$ cat src/rtl/pwm_pkg.sv
// Shared definitions for the PWM capture and generator blocks: register
// addresses, CTRL/STATUS bit positions, FSM state codes and a STATUS packer.
package pwm_pkg;

  localparam logic [1:0] ADDR_CTRL   = 2'd0;
  localparam logic [1:0] ADDR_STATUS = 2'd1;
  localparam logic [1:0] ADDR_PERIOD = 2'd2;
  localparam logic [1:0] ADDR_HIGH   = 2'd3;

  localparam int CTRL_EN_BIT    = 0;
  localparam int CTRL_CLR_BIT   = 1;

  localparam int STAT_VALID_BIT = 0;
  localparam int STAT_OVF_BIT   = 1;
  localparam int STAT_LEVEL_BIT = 2;

  localparam logic [1:0] ST_IDLE      = 2'd0;
  localparam logic [1:0] ST_WAIT_RISE = 2'd1;
  localparam logic [1:0] ST_MEASURE   = 2'd2;

  // Packs the three status flags into a 32-bit word with unused bits at zero.
  function automatic logic [31:0] statusWord(input logic valid, input logic ovf,
                                             input logic level);
    logic [31:0] w;
    w                 = '0;
    w[STAT_VALID_BIT] = valid;
    w[STAT_OVF_BIT]   = ovf;
    w[STAT_LEVEL_BIT] = level;
    return w;
  endfunction

endpackage

$ cat src/rtl/avalon_pwm_capture_if.sv
// Avalon-MM slave bus bundle for the PWM capture block.
interface avalon_pwm_capture_if;
  logic [1:0]  address;
  logic        chipselect;
  logic        write_n;
  logic [31:0] writedata;
  logic        read_n;
  logic [31:0] readdata;

  modport master (
    output address, chipselect, write_n, writedata, read_n,
    input  readdata
  );

  modport slave (
    input  address, chipselect, write_n, writedata, read_n,
    output readdata
  );
endinterface

$ cat src/rtl/pwm_edge_sync.sv
// Brings the asynchronous PWM input into the clk domain and produces
// single-cycle rising/falling edge pulses plus the synchronized level.
module pwm_edge_sync #(
  parameter int SYNC_STAGES = 2
) (
  input  logic clk,
  input  logic reset,
  input  logic i_async,
  output logic o_level,
  output logic o_rise,
  output logic o_fall
);

  logic [SYNC_STAGES-1:0] r_sync;
  logic                   r_prev;

  // Synchronizer chain followed by one register holding the previous level.
  always_ff @(posedge clk or posedge reset) begin
    if (reset) begin
      r_sync <= '0;
      r_prev <= 1'b0;
    end else begin
      r_sync <= {r_sync[SYNC_STAGES-2:0], i_async};
      r_prev <= r_sync[SYNC_STAGES-1];
    end
  end

  assign o_level = r_sync[SYNC_STAGES-1];
  assign o_rise  = r_sync[SYNC_STAGES-1] & ~r_prev;
  assign o_fall  = ~r_sync[SYNC_STAGES-1] & r_prev;

endmodule

$ cat src/rtl/avalon_pwm_capture.sv
// PWM period / high-time capture with an Avalon-MM register interface.
// Measures rise-to-rise period and high time of pwm_in in clk cycles.
module avalon_pwm_capture
  import pwm_pkg::*;
#(
  parameter int CNT_W       = 32,
  parameter int SYNC_STAGES = 2
) (
  input  logic                clk,
  input  logic                reset,
  avalon_pwm_capture_if.slave bus,
  input  logic                pwm_in
);

  localparam logic [CNT_W-1:0] CNT_ONE = {{(CNT_W-1){1'b0}}, 1'b1};
  localparam logic [CNT_W-1:0] CNT_MAX = {CNT_W{1'b1}};

  logic             w_level, w_rise, w_fall;
  logic             w_wr, w_rd, w_ctrlWr, w_enNext, w_clr;
  logic             w_sat, w_measuring, w_load, w_ovfEvt;
  logic [31:0]      w_ctrlWord;
  logic             w_unused;

  logic [1:0]       r_state;
  logic             r_en;
  logic [CNT_W-1:0] r_cnt, r_hcnt, r_period, r_high;
  logic             r_valid, r_ovf;
  logic [31:0]      r_readdata;

  pwm_edge_sync #(.SYNC_STAGES(SYNC_STAGES)) u_edgeSync (
    .clk     (clk),
    .reset   (reset),
    .i_async (pwm_in),
    .o_level (w_level),
    .o_rise  (w_rise),
    .o_fall  (w_fall)
  );

  // A disable written this cycle already stops the FSM at this edge, so
  // measurement decisions use the post-write enable value.
  assign w_wr        = bus.chipselect & ~bus.write_n;
  assign w_rd        = bus.chipselect & ~bus.read_n;
  assign w_ctrlWr    = w_wr && (bus.address == ADDR_CTRL);
  assign w_enNext    = w_ctrlWr ? bus.writedata[CTRL_EN_BIT] : r_en;
  assign w_clr       = w_ctrlWr && bus.writedata[CTRL_CLR_BIT];
  assign w_sat       = (r_cnt == CNT_MAX);
  assign w_measuring = (r_state == ST_MEASURE) && w_enNext;
  assign w_load      = w_measuring && w_rise;
  assign w_ovfEvt    = w_measuring && !w_rise && w_sat;
  assign w_unused    = &{1'b0, bus.writedata[31:2]};

  // CTRL word as seen by software; CLR is a strobe and always reads 0.
  always_comb begin
    w_ctrlWord              = '0;
    w_ctrlWord[CTRL_EN_BIT] = r_en;
  end

  // Enable bit of CTRL.
  always_ff @(posedge clk or posedge reset) begin
    if (reset) r_en <= 1'b0;
    else       r_en <= w_enNext;
  end

  // Measurement FSM with the running period counter and high-time latch.
  always_ff @(posedge clk or posedge reset) begin
    if (reset) begin
      r_state <= ST_IDLE;
      r_cnt   <= '0;
      r_hcnt  <= '0;
    end else if (!w_enNext) begin
      r_state <= ST_IDLE;
    end else begin
      case (r_state)
        ST_IDLE: r_state <= ST_WAIT_RISE;
        ST_WAIT_RISE: begin
          if (w_rise) begin
            r_cnt   <= CNT_ONE;
            r_hcnt  <= '0;
            r_state <= ST_MEASURE;
          end
        end
        ST_MEASURE: begin
          if (w_rise) begin
            r_cnt  <= CNT_ONE;
            r_hcnt <= '0;
          end else if (w_sat) begin
            r_state <= ST_WAIT_RISE;
          end else begin
            r_cnt <= r_cnt + CNT_ONE;
            if (w_fall) r_hcnt <= r_cnt;
          end
        end
        default: r_state <= ST_IDLE;
      endcase
    end
  end

  // Result registers and flags; later assignments win, so a load beats CLR.
  always_ff @(posedge clk or posedge reset) begin
    if (reset) begin
      r_period <= '0;
      r_high   <= '0;
      r_valid  <= 1'b0;
      r_ovf    <= 1'b0;
    end else begin
      if (w_clr) begin
        r_period <= '0;
        r_high   <= '0;
        r_valid  <= 1'b0;
        r_ovf    <= 1'b0;
      end
      if (w_load) begin
        r_period <= r_cnt;
        r_high   <= r_hcnt;
        r_valid  <= 1'b1;
      end
      if (w_ovfEvt) r_ovf <= 1'b1;
    end
  end

  // Registered read data, presented the cycle after the read strobe.
  always_ff @(posedge clk or posedge reset) begin
    if (reset) begin
      r_readdata <= '0;
    end else if (w_rd) begin
      case (bus.address)
        ADDR_CTRL:   r_readdata <= w_ctrlWord;
        ADDR_STATUS: r_readdata <= statusWord(r_valid, r_ovf, w_level);
        ADDR_PERIOD: r_readdata <= 32'(r_period);
        ADDR_HIGH:   r_readdata <= 32'(r_high);
        default:     r_readdata <= '0;
      endcase
    end
  end

  assign bus.readdata = r_readdata;

endmodule

$ cat src/flat_wrapper.sv
// flat-port wrapper written by rule: the top's interface ports become plain ports
module avalon_pwm_capture_flat import pwm_pkg::*;
#(
  parameter int CNT_W       = 32,
  parameter int SYNC_STAGES = 2
)
  (clk, reset, pwm_in, bus_address, bus_chipselect, bus_write_n, bus_writedata, bus_read_n, bus_readdata);
  avalon_pwm_capture_if bus_i ();
  input  logic clk;
  input  logic reset;
  input  logic pwm_in;
  input wire logic [$bits(bus_i.address)-1:0] bus_address;
  input wire logic [$bits(bus_i.chipselect)-1:0] bus_chipselect;
  input wire logic [$bits(bus_i.write_n)-1:0] bus_write_n;
  input wire logic [$bits(bus_i.writedata)-1:0] bus_writedata;
  input wire logic [$bits(bus_i.read_n)-1:0] bus_read_n;
  output wire logic [$bits(bus_i.readdata)-1:0] bus_readdata;
  assign bus_i.address = bus_address;
  assign bus_i.chipselect = bus_chipselect;
  assign bus_i.write_n = bus_write_n;
  assign bus_i.writedata = bus_writedata;
  assign bus_i.read_n = bus_read_n;
  assign bus_readdata = bus_i.readdata;
  avalon_pwm_capture #(.CNT_W(CNT_W), .SYNC_STAGES(SYNC_STAGES)) u_core (.clk(clk), .reset(reset), .bus(bus_i), .pwm_in(pwm_in));
endmodule
$ cat config.mk
export PLATFORM = sky130hd
export DESIGN_NAME = avalon_pwm_capture_flat
export DESIGN_NICKNAME = d
export VERILOG_FILES = /design/src/rtl/pwm_pkg.sv /design/src/rtl/avalon_pwm_capture_if.sv /design/src/rtl/pwm_edge_sync.sv /design/src/rtl/avalon_pwm_capture.sv /design/src/flat_wrapper.sv
export SDC_FILE = /design/constraint.sdc
export NUM_CORES = 1
export LEC_CHECK = 0
export ABC_AREA = 1
export CAP_MARGIN = 20
export CORE_MARGIN = 2
export CORE_UTILIZATION = 35
export DETAILED_ROUTE_END_ITERATION = 10
export SETUP_SLACK_MARGIN = 0.05
export SLEW_MARGIN = 30
export SYNTH_ARGS = -nofsm -noshare
export SYNTH_HDL_FRONTEND = slang
export SYNTH_HIERARCHICAL = 1
export SYNTH_SLANG_ARGS = --single-unit
export TNS_END_PERCENT = 1
$ cat constraint.sdc
create_clock -name clk -period 5.1 [get_ports clk]
set_input_delay 0.765 -clock clk [delete_from_list [all_inputs] [get_ports clk]]
set_output_delay 0.765 -clock clk [all_outputs]
set_load 0.02 [all_outputs]
==> metrics <==
number of port buffers 41; post-synth top area share 0.522; CTS sink count 168; DP HPWL 13.1 mm; full die area 0.0242 mm²; Ys Warns 6; starting DRC count in detailed routing 437; initial antenna violation count 0; Root Buffer clkbuf_16; Setup-failing EPs final 0; drc violations 0; final net count 1098; # rows 55; Util after Layout 0.410; register area share after synthesis 0.522; Clock Skew 0.00886 ns; I/O pin count 72; via density per instance 5.09; RSZ-0062 raised after global routing no; Mapped Cells 1044; CP Max Fanout 35; vias post-DR 6897; Final period util 0.612; PwrDens 350 mW/mm²; TritonRoute pass-1 iters 5; status complete, no violations; flops & latches, synth 168; Sum Neg Setup Slack 0 ns; GRT Residual Overflow 0; largest net degree at the start of global routing 136; CTS Buf Count 17; layout cells sized above 1 0.0626; post-synthesis cell type count 30; P_int 2340 µW; most area-consuming cells after synthesis dfrtp_1 (52%), nand2_1 (17%), nand3_1 (8.2%); Setup Buffers After CTS 0; worst skew pair latency 0.42 ns; H-tree Lvls 4; Die Y 156 µm; Area growth syn-to-layout 15.1%; vias in the first global route 6683; CP Capture Type flip-flop; drt wl/cell 15.2 µm; Die X 156 µm; CP Data Arrival Time 3.42 ns; CTS max path bufs 2; Worst EP required 5.40 ns; relative slew slack 0.384; Tightest Hold Check Type flip-flop to flip-flop; routability cong. 0.922; largest area contributor in the netlist dfrtp_1; post-synthesis average cell area 7.71 µm²; NetSw 901 µW; Clk network pwr share 0.415; LEAKAGE 0.00415 µW; Hold Slack 0.381 ns; Crit Path Class input port to flip-flop; Detailed Route WL 20.6 mm; Detail Route Antenna Nets 0; Core Region 0.0226 mm²; worst-margin pin slew 0.922 ns; Cell Area, Synth 0.00805 mm²; final slew viol count 0; worst-case vdd ir drop 0.251 mV; type of origin of the critical path input port; Hold Fails Final Rpt 0; TritonCTS clock tree yes; minimum clock period 3.12 ns; n_diodes 0; Reg power frac 0.449; All-Layer GR Usage 0.179; Switching Share 0.278; Max Cap Viol 0; syn nets 1085; CTS resizes 0; Starting Density 0.356; Max Clk Rate 320 MHz; Worst-path clk slew 0.06 ns; Gate power share 0.136; first-pass GRT wire length 34.5 mm; cts hold-fix bufs 0
power groups by stage:
stage | clock network [µW] | logic, µW | registers (µW)
detailed placement | 0 | 442 | 1480
finish | 1350 | 440 | 1450
CTS | 1380 | 443 | 1450
global route | 1440 | 488 | 1460
global placement | 0 | 439 | 1480
floorplan | 0 | 262 | 1510
critical path, cell delays in order:
cell	delay [ns]
clkdlybuf4s50_1	0.58
nor2_4	0.19
nand3_1	0.10
nand2_2	0.10
nand2_4	0.08
nor2_8	0.48
inv_2	0.04
nand2_1	0.11
nand3_2	0.63
nand2_1	0.27
nand2_1	0.07
final timing paths:
path	from	to	slack, ns	cells past startpoint
worst max register to register	u_core/u_edgeSync/r_sync[1]	u_core/r_hcnt[26]	2.46	8
worst max-delay path	bus_address[0]	u_core/r_hcnt[26]	1.98	11
worst min-delay path	u_core/u_edgeSync/r_sync[0]	u_core/u_edgeSync/r_sync[1]	0.38	0
max in group asynchronous	reset	u_core/r_period[26]	3.56	3
min in group asynchronous	reset	u_core/u_edgeSync/r_sync[0]	0.60	2
worst min register to register	u_core/u_edgeSync/r_sync[0]	u_core/u_edgeSync/r_sync[1]	0.38	0
layout by cell type, fill, tap and decap left out, types with 2 or more instances in the layout:
master,n
nand3_1,132
nor2_4,4
dfrtp_1,168
buf_4,5
o21ai_0,14
a31oi_1,29
nand4_1,17
clkbuf_16,17
inv_1,59
clkinv_2,3
clkinvlp_4,3
inv_6,3
clkdlybuf4s50_1,41
nand2_1,359
nand3_2,4
nor4_1,2
bufinv_16,3
nor2_1,122
o21ai_1,48
nand2_2,6
nor2_2,5
xor2_1,3
clkbuf_8,2
inv_2,5
nor3_1,4
synthesized netlist by cell type, drive strengths merged:
cell type / count
xor2: 3
o211ai: 1
a31oi: 29
nand3: 136
nand4: 18
o22ai: 1
nor4: 2
nor3: 4
nand2: 366
buf: 25
ha: 1
inv: 65
nor2: 132
clkinv: 1
o21ai: 62
a21oi: 1
clkbuf: 29
dfrtp: 168
layout make-up:
cell class	instances	area [µm²]
fillers	2295	13300
flip-flops and latches	168	4200
multi-input cells	756	3350
repair buffers	48	479
clock buffers	19	453
well taps	285	357
inverters	66	251
clock inverters	13	166
state kept, by name (all words and copies together) (netlist names):
register,flops
u_core/bus.readdata,32
u_core/r_cnt,32
u_core/r_hcnt,32
u_core/r_high,32
u_core/r_period,32
u_core/r_state,2
u_core/u_edgeSync/r_sync,2
u_core/r_en,1
u_core/r_ovf,1
u_core/r_valid,1
u_core/u_edgeSync/r_prev,1
cells by family after synthesis:
kind of cell    Yosys count  synth area share
simple gates            658             0.346
flops                   168             0.522
buf+inv                 120            0.0634
compound gates           94            0.0634
xor+xnor                  3           0.00327
fa+ha+maj                 1           0.00155
metrics by stage:
step / power (µW) / cells / worst slack, ns / instance area, µm²
after floorplan: 1770 / 1044 / 2.24 / 8050
after global placement: 1920 / 1323 / 1.60 / 8640
after detailed placement: 1920 / 1323 / 1.54 / 8640
after CTS: 3280 / 1355 / 2.00 / 9260
after global routing: 3390 / 1355 / 1.75 / 9260
final: 3240 / 1355 / 1.98 / 9260
routing by layer:
metal	vias to the layer above	GRT usage	wire length (µm)
li1	3408	-	-
met1	3316	0.243	9580
met2	159	0.297	9730
met3	14	0.0297	916
met4	0	0.0524	342
met5	-	0	0
(Power assumes the default switching activity.)
